===== src/rtl/alu_share_arbiter.sv =====
// Round-robin arbiter that shares one combinational ALU between two requesters.
// The winner's opcode/operands are registered onto the ALU inputs, held for
// SETTLE_CYCLES, and the ALU result is captured and returned with a DONE pulse.
module alu_share_arbiter #(
  parameter int DATA_WIDTH    = 32,
  parameter int OPRN_WIDTH    = 6,
  parameter int SETTLE_CYCLES = 1
) (
  input  logic                  CLK,
  input  logic                  RST,
  input  logic                  REQ0,
  input  logic [OPRN_WIDTH-1:0] OPRN0,
  input  logic [DATA_WIDTH-1:0] OP1_0,
  input  logic [DATA_WIDTH-1:0] OP2_0,
  output logic                  GNT0,
  output logic                  DONE0,
  input  logic                  REQ1,
  input  logic [OPRN_WIDTH-1:0] OPRN1,
  input  logic [DATA_WIDTH-1:0] OP1_1,
  input  logic [DATA_WIDTH-1:0] OP2_1,
  output logic                  GNT1,
  output logic                  DONE1,
  output logic [DATA_WIDTH-1:0] RESULT,
  output logic                  ZERO_RES,
  output logic                  BUSY,
  output logic [OPRN_WIDTH-1:0] ALU_OPRN,
  output logic [DATA_WIDTH-1:0] ALU_OP1,
  output logic [DATA_WIDTH-1:0] ALU_OP2,
  input  logic [DATA_WIDTH-1:0] ALU_OUT,
  input  logic                  ALU_ZERO
);

  localparam logic [3:0] SETTLE_LD = 4'(SETTLE_CYCLES);

  typedef enum logic [1:0] {
    S_IDLE = 2'd0,
    S_EXEC = 2'd1,
    S_DONE = 2'd2
  } state_t;

  state_t     state, state_nxt;
  logic [3:0] cnt;
  logic       last_gnt;   // requester granted most recently
  logic       owner;      // requester that owns the current operation
  logic       accept;     // an operation is accepted at this edge
  logic       win1;       // requester 1 wins this arbitration
  logic       capture;    // ALU result is captured at this edge

  // Next-state and arbitration decode
  always_comb begin
    state_nxt = state;
    accept    = 1'b0;
    win1      = 1'b0;
    capture   = 1'b0;
    case (state)
      S_IDLE: begin
        // With both requesting, the one not granted last time wins.
        win1   = REQ1 && (!REQ0 || !last_gnt);
        accept = REQ0 || REQ1;
        if (accept) state_nxt = S_EXEC;
      end
      S_EXEC: begin
        capture = (cnt == 4'd1);
        if (capture) state_nxt = S_DONE;
      end
      S_DONE: state_nxt = S_IDLE;
      default: state_nxt = S_IDLE;
    endcase
  end

  // State register
  always_ff @(posedge CLK or posedge RST) begin
    if (RST) state <= S_IDLE;
    else     state <= state_nxt;
  end

  // Control registers: grant/done pulses, busy flag, settle counter, fairness
  always_ff @(posedge CLK or posedge RST) begin
    if (RST) begin
      GNT0     <= 1'b0;
      GNT1     <= 1'b0;
      DONE0    <= 1'b0;
      DONE1    <= 1'b0;
      BUSY     <= 1'b0;
      cnt      <= 4'd0;
      last_gnt <= 1'b1;
      owner    <= 1'b0;
    end else begin
      GNT0  <= accept && !win1;
      GNT1  <= accept && win1;
      DONE0 <= capture && !owner;
      DONE1 <= capture && owner;
      BUSY  <= (state_nxt != S_IDLE);
      if (accept) begin
        last_gnt <= win1;
        owner    <= win1;
        cnt      <= SETTLE_LD;
      end else if (state == S_EXEC) begin
        cnt <= cnt - 4'd1;
      end
    end
  end

  // Data registers: ALU input operands and captured result
  always_ff @(posedge CLK or posedge RST) begin
    if (RST) begin
      ALU_OPRN <= '0;
      ALU_OP1  <= '0;
      ALU_OP2  <= '0;
      RESULT   <= '0;
      ZERO_RES <= 1'b0;
    end else begin
      if (accept) begin
        ALU_OPRN <= win1 ? OPRN1 : OPRN0;
        ALU_OP1  <= win1 ? OP1_1 : OP1_0;
        ALU_OP2  <= win1 ? OP2_1 : OP2_0;
      end
      if (capture) begin
        RESULT   <= ALU_OUT;
        ZERO_RES <= ALU_ZERO;
      end
    end
  end

endmodule


===== config.mk =====
export PLATFORM = sky130hd
export DESIGN_NAME = alu_share_arbiter
export DESIGN_NICKNAME = d
export VERILOG_FILES = /design/src/rtl/alu_share_arbiter.sv
export SDC_FILE = /design/constraint.sdc
export NUM_CORES = 1
export LEC_CHECK = 0
export ABC_AREA = 0
export CORE_UTILIZATION = 40
export CTS_BUF_LIST = sky130_fd_sc_hd__clkbuf_2
export DETAILED_ROUTE_END_ITERATION = 12
export GPL_ROUTABILITY_DRIVEN = 1
export HOLD_SLACK_MARGIN = 0.12
export PLACE_DENSITY_LB_ADDON = 0.2
export SLEW_MARGIN = 20
export SYNTH_ARGS = -nofsm -noshare
export SYNTH_HDL_FRONTEND = slang
export SYNTH_SLANG_ARGS = --single-unit

===== constraint.sdc =====
create_clock -name CLK -period 4.4 [get_ports CLK]
set_input_delay 0.88 -clock CLK [delete_from_list [all_inputs] [get_ports CLK]]
set_output_delay 0.88 -clock CLK [all_outputs]
set_load 0.005 [all_outputs]

==> impl_metrics.json, run 1 <==
{
  "io_buffer_count": 284,
  "std_cell_rows": 40,
  "cts_tree": "done",
  "ys_warn_count": 0,
  "required_ns": 3.52,
  "path_buf_inv": 1,
  "dr.first_iter.drc_count": 270,
  "setup_viol": 0,
  "syn_area_per_cell_um2": 14.2,
  "grt_remaining_overflow": 0,
  "core_um2": 12200,
  "cts.clk_slew.worst_paths_ns": 0.19,
  "final_cell_area_um2": 8160,
  "worstSetupPathType": "reg2out",
  "dp_hpwl_um": 11200,
  "hold_violations": 0,
  "ys_types": 29,
  "hold_end": "DONE0",
  "cpPeakStageDelay_ns": 0.52,
  "placed_area_um2": 7950,
  "antenna_cells": 0,
  "cap_violations": 0,
  "numCtsBuffers": 17,
  "yosys_register_bits": 116,
  "setup_ws_ns": 1.90,
  "die_h_um": 115,
  "layout.nets": 812,
  "wl_per_cell_um": 19.5,
  "start_kind": "register",
  "place_congestion": 0.857,
  "start_util_pct": 41.8,
  "crit_slowest_cell": "clkdlybuf4s50_1",
  "hold_path_depth": 1,
  "cp.arrival_ns": 1.62,
  "yosys-top-cells-area": "dfrtp_1, a221o_1, o21a_1",
  "path_delay_family": "buffers and inverters",
  "fin_skew_ns": 0.0252,
  "min_from": "owner",
  "drt-total-wl_um": 15900,
  "die_x_um": 115,
  "vdd_drop_max_mv": 0.329,
  "crit_fanout": 2,
  "layout-drive-gt1-share_pct": 11.8,
  "yosysTopAreaCellShare_pct": 56.4,
  "grt_pass1_wl_um": 24400,
  "drcViolationCount": 0,
  "synth_seq_area_share_pct": 56.9,
  "post_cts_buffers": 0,
  "htreeDepth": 4,
  "antenna_found_initial": 0,
  "ff2ff_path_depth": 4,
  "cts.path.max_buffers": 2,
  "fin_crit_ns": 2.50,
  "hold_path_class": "reg2reg",
  "die_area_um2": 13200,
  "worstReg2RegStart": "last_gnt",
  "clk_latency_ns": 0.68,
  "power.density_nw_per_um2": 661,
  "crit_cells": 1,
  "cp_cell_sequence": "clkdlybuf4s50_1",
  "vias": 4240,
  "cts_sinks": 116,
  "via_per_inst": 5.21,
  "p_leak_uw": 0.00348,
  "synthesis.area_um2": 5100,
  "end_kind": "primary output",
  "ios": 285,
  "dr.pass1.iters": 4,
  "synth_largest_area_cell": "dfrtp_1",
  "tightest_slew_ns": 0.646,
  "grt_pass1_vias": 4523,
  "area_growth_pct": 60.0,
  "fmax_mhz": 399,
  "max_slew_margin_pct": 56.9,
  "r2r_setup_slack_ns": 2.31,
  "dp_slack_ns": 1.46,
  "root_buffer": "clkbuf_2",
  "ant_nets": 0,
  "r2r-end": "ALU_OPRN[0]",
  "status": "finished, final reports clean",
  "syn-num-nets": 539,
  "grt_start_max_net_pins": 72,
  "tns_ns": 0,
  "holdBufCountCts": 0,
  "gr-usage-all-layers_pct": 24.6,
  "fin_crit_sh_pct": 56.9,
  "maxSlewViolCount": 0,
  "post_cts_resize_count": 0,
  "netlist_instances": 360,
  "rsz0062_at_grt": "no"
}
## cell families after synthesis
| group | Yosys count | share of synthesized area [%] |
|---|---|---|
| xor+xnor | 2 | 0.343 |
| simple gates | 19 | 2.26 |
| compound gates | 146 | 24.7 |
| buf+inv | 41 | 5.76 |
| fa+ha+maj | 2 | 0.490 |
| mux | 34 | 9.47 |
| flops | 116 | 56.9 |
## layer usage
layer | GRT usage [%] | share of wire (%) | vias up
met5 | 0 | 0 | -
met4 | 10.5 | 2.9 | 0
met3 | 9.01 | 8.0 | 37
met2 | 41.6 | 51 | 184
met1 | 28.1 | 39 | 2079
li1 | - | - | 1940
## per-stage QoR
stage | std cells | hold slack (ns) | util (%) | power (µW)
global placement | 782 | 0.458 | 65.1 | 4660
finish | 814 | 0.504 | 66.8 | 5400
global route | 814 | 0.537 | 66.8 | 5730
CTS | 814 | 0.500 | 66.8 | 5450
detailed placement | 782 | 0.462 | 65.1 | 4770
floorplan | 360 | 0.425 | - | 3480
## synth_stat cells, drive strengths merged
cell / instances
mux2i: 1
o22ai: 1
o21a: 70
or2: 1
and3: 2
nor2: 6
o21ai: 3
a21o: 2
inv: 5
xor2: 1
xnor2: 1
a221o: 70
ha: 2
mux2: 33
dfstp: 1
nand3b: 1
nand2: 4
buf: 33
nor3b: 1
dfrtp: 115
clkbuf: 3
nand2b: 3
nor4: 1
## flip-flops by register name (all words and copies together), names as in the netlist
name	count
ALU_OP1	32
ALU_OP2	32
ALU_OPRN	6
BUSY	1
DONE0	1
DONE1	1
GNT0	1
GNT1	1
RESULT	32
ZERO_RES	1
cnt	4
last_gnt	1
owner	1
state	2
## final cells by class
class | instances | area, µm²
multi-input combinational | 203 | 1910
clock buffer | 20 | 100
sequential | 116 | 2900
tap | 168 | 210
timing repair buffer | 290 | 2900
clock inverter | 12 | 114
inverter | 5 | 21.3
fill | 955 | 4050
## power breakdown
part | switching (µW) | internal (µW) | leakage (µW)
Sequential | 305 | 1590 | 0.00141
Clock | 403 | 256 | 0.000132
Combinational | 1030 | 1810 | 0.00193
## worst max path at each step
| stage | startpoint | slack, ns | endpoint |
|---|---|---|---|
| finish | ALU_OP2[10] | 1.90 | ALU_OP2[10] |
| global route | ALU_OP1[3] | 1.79 | ALU_OP1[3] |
| detailed placement | REQ1 | 1.46 | ALU_OP2[25] |
| global placement | REQ1 | 1.58 | ALU_OPRN[3] |
| floorplan | RST | 0.45 | ALU_OP1[0] |
| CTS | ALU_OP1[3] | 1.82 | ALU_OP1[3] |
## layout by cell type, fill, tap and decap left out, types with 2 or more instances in the layout
cell             count
clkinvlp_4           3
nand2_1              4
mux2_2               6
mux2_4              27
buf_4                5
dfrtp_1            115
a21o_1               2
inv_1                4
nor2_1               5
nand2b_1             2
ha_1                 2
clkinv_2             4
o21a_1              70
o21ai_0              3
clkbuf_2            20
bufinv_16            2
and3_2               2
clkinv_1             3
a221o_1             70
clkdlybuf4s50_1    284
Note: power is estimated with default switching activity, not from simulation.
==> inputs of run 2 (changes only) <==
clock period = 2.58 ns   (was 4.4 ns; I/O delays follow)
==> impl_metrics.json, run 2 (same netlist as run 1, synthesis figures left out) <==
{
  "p_sw_uw": 2920,
  "post_cts_buffers": 0,
  "ff2ff_path_depth": 4,
  "r2r_setup_slack_ns": 0.65,
  "rsz0062_at_grt": "no",
  "cap_violations": 0,
  "cp.arrival_ns": 1.62,
  "r2r-end": "ALU_OPRN[4]",
  "final_common_cell": "clkdlybuf4s50_1",
  "cts_sinks": 116,
  "root_buffer": "clkbuf_2",
  "dr.pass1.iters": 4,
  "std_cell_rows": 40,
  "start_kind": "register",
  "grt_pass1_vias": 4538,
  "io_buffer_count": 284,
  "antenna_found_initial": 0,
  "grt_pass1_wl_um": 24000,
  "gr-usage-all-layers_pct": 24.4,
  "cts_tree": "done",
  "post_cts_resize_count": 0,
  "power.density_nw_per_um2": 1110,
  "place_congestion": 0.795,
  "status": "finished, final reports clean",
  "hold_path_class": "in2reg",
  "worstReg2RegStart": "state[1]",
  "maxSlewViolCount": 0,
  "combPwrFrac_pct": 53.6,
  "top_regs": "ALU_OP1 (32), ALU_OP2 (32), RESULT (32)",
  "crit_fanout": 2,
  "cpPeakStageDelay_ns": 0.54,
  "ant_nets": 0,
  "vias": 4310,
  "p_leak_uw": 0.00350,
  "setup_viol": 0,
  "p_clk_share_pct": 10.8,
  "htreeDepth": 4,
  "hold_end": "RESULT[25]",
  "ios": 285,
  "end_kind": "primary output",
  "via_per_inst": 5.27,
  "layout-drive-gt1-share_pct": 11.5,
  "min_from": "ALU_OUT[25]",
  "fmax_mhz": 469,
  "clk_latency_ns": 0.69,
  "hold_path_depth": 2,
  "cts.path.max_buffers": 2,
  "fin_cells": 818,
  "path_buf_inv": 1,
  "die_x_um": 115,
  "dp_hpwl_um": 11300,
  "path_delay_family": "buffers and inverters",
  "crit_slowest_cell": "clkdlybuf4s50_1",
  "grt_start_max_net_pins": 58,
  "place_inst": 786,
  "core_um2": 12200,
  "layout_common_cells": "clkdlybuf4s50_1, dfrtp_1, o21a_1, a221o_1, mux2_4",
  "wl_per_cell_um": 19.2,
  "seqPwrFrac_pct": 35.6,
  "p_int_uw": 6160,
  "total_power_uw": 9080,
  "fin_crit_ns": 2.13,
  "vdd_drop_max_mv": 0.527,
  "antenna_cells": 0,
  "tns_ns": 0,
  "cp_cell_sequence": "clkdlybuf4s50_1",
  "numCtsBuffers": 17,
  "start_util_pct": 41.8,
  "p_sw_share_pct": 32.2,
  "required_ns": 2.06,
  "worstSetupPathType": "reg2out",
  "drt-total-wl_um": 15700,
  "area_growth_pct": 60.7,
  "cts.clk_slew.worst_paths_ns": 0.17,
  "fin_crit_sh_pct": 82.6,
  "whs_ns": 0.422,
  "die_h_um": 115,
  "grt_remaining_overflow": 0,
  "layout.nets": 817,
  "max_slew_margin_pct": 51.2,
  "dr.first_iter.drc_count": 269,
  "tightest_slew_ns": 0.724,
  "fin_skew_ns": 0.0249,
  "drcViolationCount": 0,
  "die_area_um2": 13200,
  "hold_violations": 0
}
-- run 2: cell count changes in the layout (fill, tap and decap cells not counted), sizes merged --
cell         delta
inv             -1
clkinvlp        -2
clkinv          +2
clkbuf          +1
buf             +4
bufinv          -1
dlygate4sd3     +1
-- run 2: per-stage QoR --
step / setup slack, ns / util [%] / area (µm²)
after floorplan: 0.651 / - / 5100
after global placement: 0.383 / 65.7 / 8020
after detailed placement: 0.327 / 65.7 / 8020
after CTS: 0.342 / 67.1 / 8200
after global routing: 0.271 / 67.1 / 8200
final: 0.448 / 67.1 / 8200
-- run 2: area by class of cell --
cell class | instances | area (µm²)
clock buffers | 21 | 105
clock inverters | 10 | 66.3
fillers | 970 | 4010
inverters | 5 | 22.5
multi-input cells | 203 | 1910
flip-flops and latches | 116 | 2900
well taps | 168 | 210
repair buffers | 295 | 2980
-- run 2: how the worst max path moves through the flow --
stage	startpoint	to	slack, ns	depth (start not counted)
2_1_floorplan	RST	ALU_OP1[0]	0.65	1
3_3_place_gp	REQ1	ALU_OPRN[4]	0.38	5
3_5_place_dp	REQ0	ALU_OP1[18]	0.33	5
4_1_cts	ALU_OP1[6]	ALU_OP1[6]	0.34	1
5_1_grt	ALU_OP1[8]	ALU_OP1[8]	0.27	1
6_report	ALU_OP2[20]	ALU_OP2[20]	0.45	1
-- run 2: power groups by stage --
stage	sequential [µW]	clock, µW	combinational, µW
5_1_grt	3330	1110	5240
3_5_place_dp	3260	0	4890
3_3_place_gp	3230	0	4770
6_report	3230	981	4860
4_1_cts	3230	1010	4910
2_1_floorplan	3270	0	2660
-- run 2: metal layers --
| metal | vias up | GRT usage (%) | part of all wire [%] |
|---|---|---|---|
| met1 | 2122 | 26.8 | 37 |
| met3 | 28 | 9.38 | 8.8 |
| met5 | - | 0 | 0 |
| li1 | 1946 | - | - |
| met2 | 214 | 42.2 | 52 |
| met4 | 0 | 10.2 | 2.3 |
-- run 2: timing repair --
item                                    4_1_cts  5_1_grt
endpoints found under the setup margin        0        0
hold buffers                                  1        0
hold endpoints to repair                      2        0
==> inputs of run 3 (changes only) <==
CORE_UTILIZATION = 36   (was 40)
clock period = 1.8 ns   (was 2.58 ns; I/O delays follow)
==> impl_metrics.json, run 3 (same netlist as run 1, synthesis figures left out) <==
{
  "tightest_slew_ns": 0.498,
  "crit_slowest_cell": "dfrtp_1",
  "end_kind": "primary output",
  "hold_path_class": "in2reg",
  "fin_skew_ns": 0.0214,
  "seqCellArea_um2": 2900,
  "r2r-end": "RESULT[17]",
  "std_cell_rows": 43,
  "cp_cell_sequence": "dlygate4sd2_1",
  "ant_nets": 0,
  "antenna_found_initial": 0,
  "path_delay_family": "flip-flops",
  "whs_ns": 0.290,
  "gr-usage-all-layers_pct": 21.7,
  "max_slew_margin_pct": 66.8,
  "path_buf_inv": 1,
  "htreeDepth": 4,
  "cpPeakStageDelay_ns": 0.41,
  "cts.path.max_buffers": 2,
  "required_ns": 1.44,
  "maxSlewViolCount": 0,
  "area_growth_pct": 72.7,
  "r2r_setup_slack_ns": 0.17,
  "fin_crit_sh_pct": 93.7,
  "io_buffer_count": 284,
  "cts_sinks": 116,
  "setup_viol": 0,
  "place_inst": 806,
  "ff2ff_path_depth": 6,
  "setup_ws_ns": 0.113,
  "fillCellCount": 1091,
  "vias": 4536,
  "drt-total-wl_um": 16000,
  "hold_path_depth": 2,
  "grt_pass1_wl_um": 24300,
  "die_area_um2": 14600,
  "via_per_inst": 5.05,
  "fin_cells": 898,
  "root_buffer": "clkbuf_2",
  "core_um2": 13800,
  "die_h_um": 121,
  "dp_hpwl_um": 10900,
  "layout.nets": 885,
  "cts.clk_slew.worst_paths_ns": 0.18,
  "vdd_drop_max_mv": 0.760,
  "cp.arrival_ns": 1.33,
  "grt_start_max_net_pins": 79,
  "fmax_mhz": 593,
  "utilization_pct": 63.7,
  "cap_violations": 0,
  "p_leak_uw": 0.00397,
  "fin_crit_ns": 1.69,
  "layout-drive-gt1-share_pct": 22.0,
  "worstReg2RegStart": "cnt[1]",
  "layout_common_cells": "clkdlybuf4s50_1, dfrtp_1, clkdlybuf4s15_1",
  "total_power_uw": 14000,
  "top_regs": "ALU_OP1 (32), ALU_OP2 (32), RESULT (32)",
  "wl_per_cell_um": 17.8,
  "dr.first_iter.drc_count": 202,
  "grt_pass1_vias": 4738,
  "clk_latency_ns": 0.67,
  "antenna_cells": 0,
  "dr.pass1.iters": 4,
  "min_from": "ALU_OUT[19]",
  "hold_end": "RESULT[19]",
  "die_x_um": 121,
  "grt_remaining_overflow": 0,
  "start_util_pct": 36.9,
  "final_common_cell": "clkdlybuf4s50_1",
  "crit_fanout": 2,
  "ios": 285,
  "start_kind": "register",
  "cts_tree": "done",
  "place_congestion": 0.786,
  "power.density_nw_per_um2": 1590,
  "dp_slack_ns": -0.0500,
  "drcViolationCount": 0,
  "status": "finished, final reports clean",
  "worstSetupPathType": "reg2out",
  "multi_input_area_um2": 1910,
  "hold_violations": 0,
  "numCtsBuffers": 17
}
-- run 3: cell type report --
class | count | area share (%)
repair buffers | 363 | 39.6
flip-flops and latches | 116 | 33.0
multi-input cells | 203 | 21.7
well taps | 180 | 2.56
clock inverters | 13 | 1.87
clock buffers | 18 | 1.02
inverters | 5 | 0.256
-- run 3: routing by layer --
| metal | wire, µm | GRT usage, % | vias to the layer above |
|---|---|---|---|
| met4 | 455 | 10.6 | 0 |
| met3 | 1180 | 6.63 | 31 |
| li1 | - | - | 2086 |
| met2 | 8080 | 36.6 | 200 |
| met1 | 6240 | 25.1 | 2219 |
| met5 | 0 | 0 | - |
-- run 3: what timing repair did --
action | in CTS | in global routing
setup buffers | 33 | 27
endpoints found under the hold margin | 62 | 0
gates resized for setup | 140 | 86
endpoints found under the setup margin | 108 | 85
hold buffers | 1 | 0
-- run 3: report_power, final --
| group | leakage [µW] | switching [µW] | total (µW) | internal, µW |
|---|---|---|---|---|
| combinational | 0.00240 | 2770 | 7570 | 4800 |
| clock | 0.000150 | 974 | 1860 | 885 |
| sequential | 0.00141 | 716 | 4600 | 3890 |
| total | 0.00397 | 4460 | 14000 | 9570 |
-- run 3: worst max-delay path by stage --
stage | slack [ns] | endpoint | cells past startpoint | start
after floorplan | 0.03 | ALU_OP1[0] | 1 | RST
after global placement | -0.01 | ALU_OP1[11] | 5 | REQ1
after global routing | -0.005 | ALU_OPRN[0] | 1 | ALU_OPRN[0]
after detailed placement | -0.05 | ALU_OP2[17] | 5 | REQ0
after CTS | 0.0008 | ALU_OP2[25] | 1 | ALU_OP2[25]
final | 0.11 | ALU_OPRN[0] | 1 | ALU_OPRN[0]
-- run 3: metrics by stage --
stage	setup TNS (ns)	area, µm²
CTS	0	8570
floorplan	0	5100
global placement	-0.360	8160
finish	0	8810
global route	-0.00924	8810
detailed placement	-1.71	8160
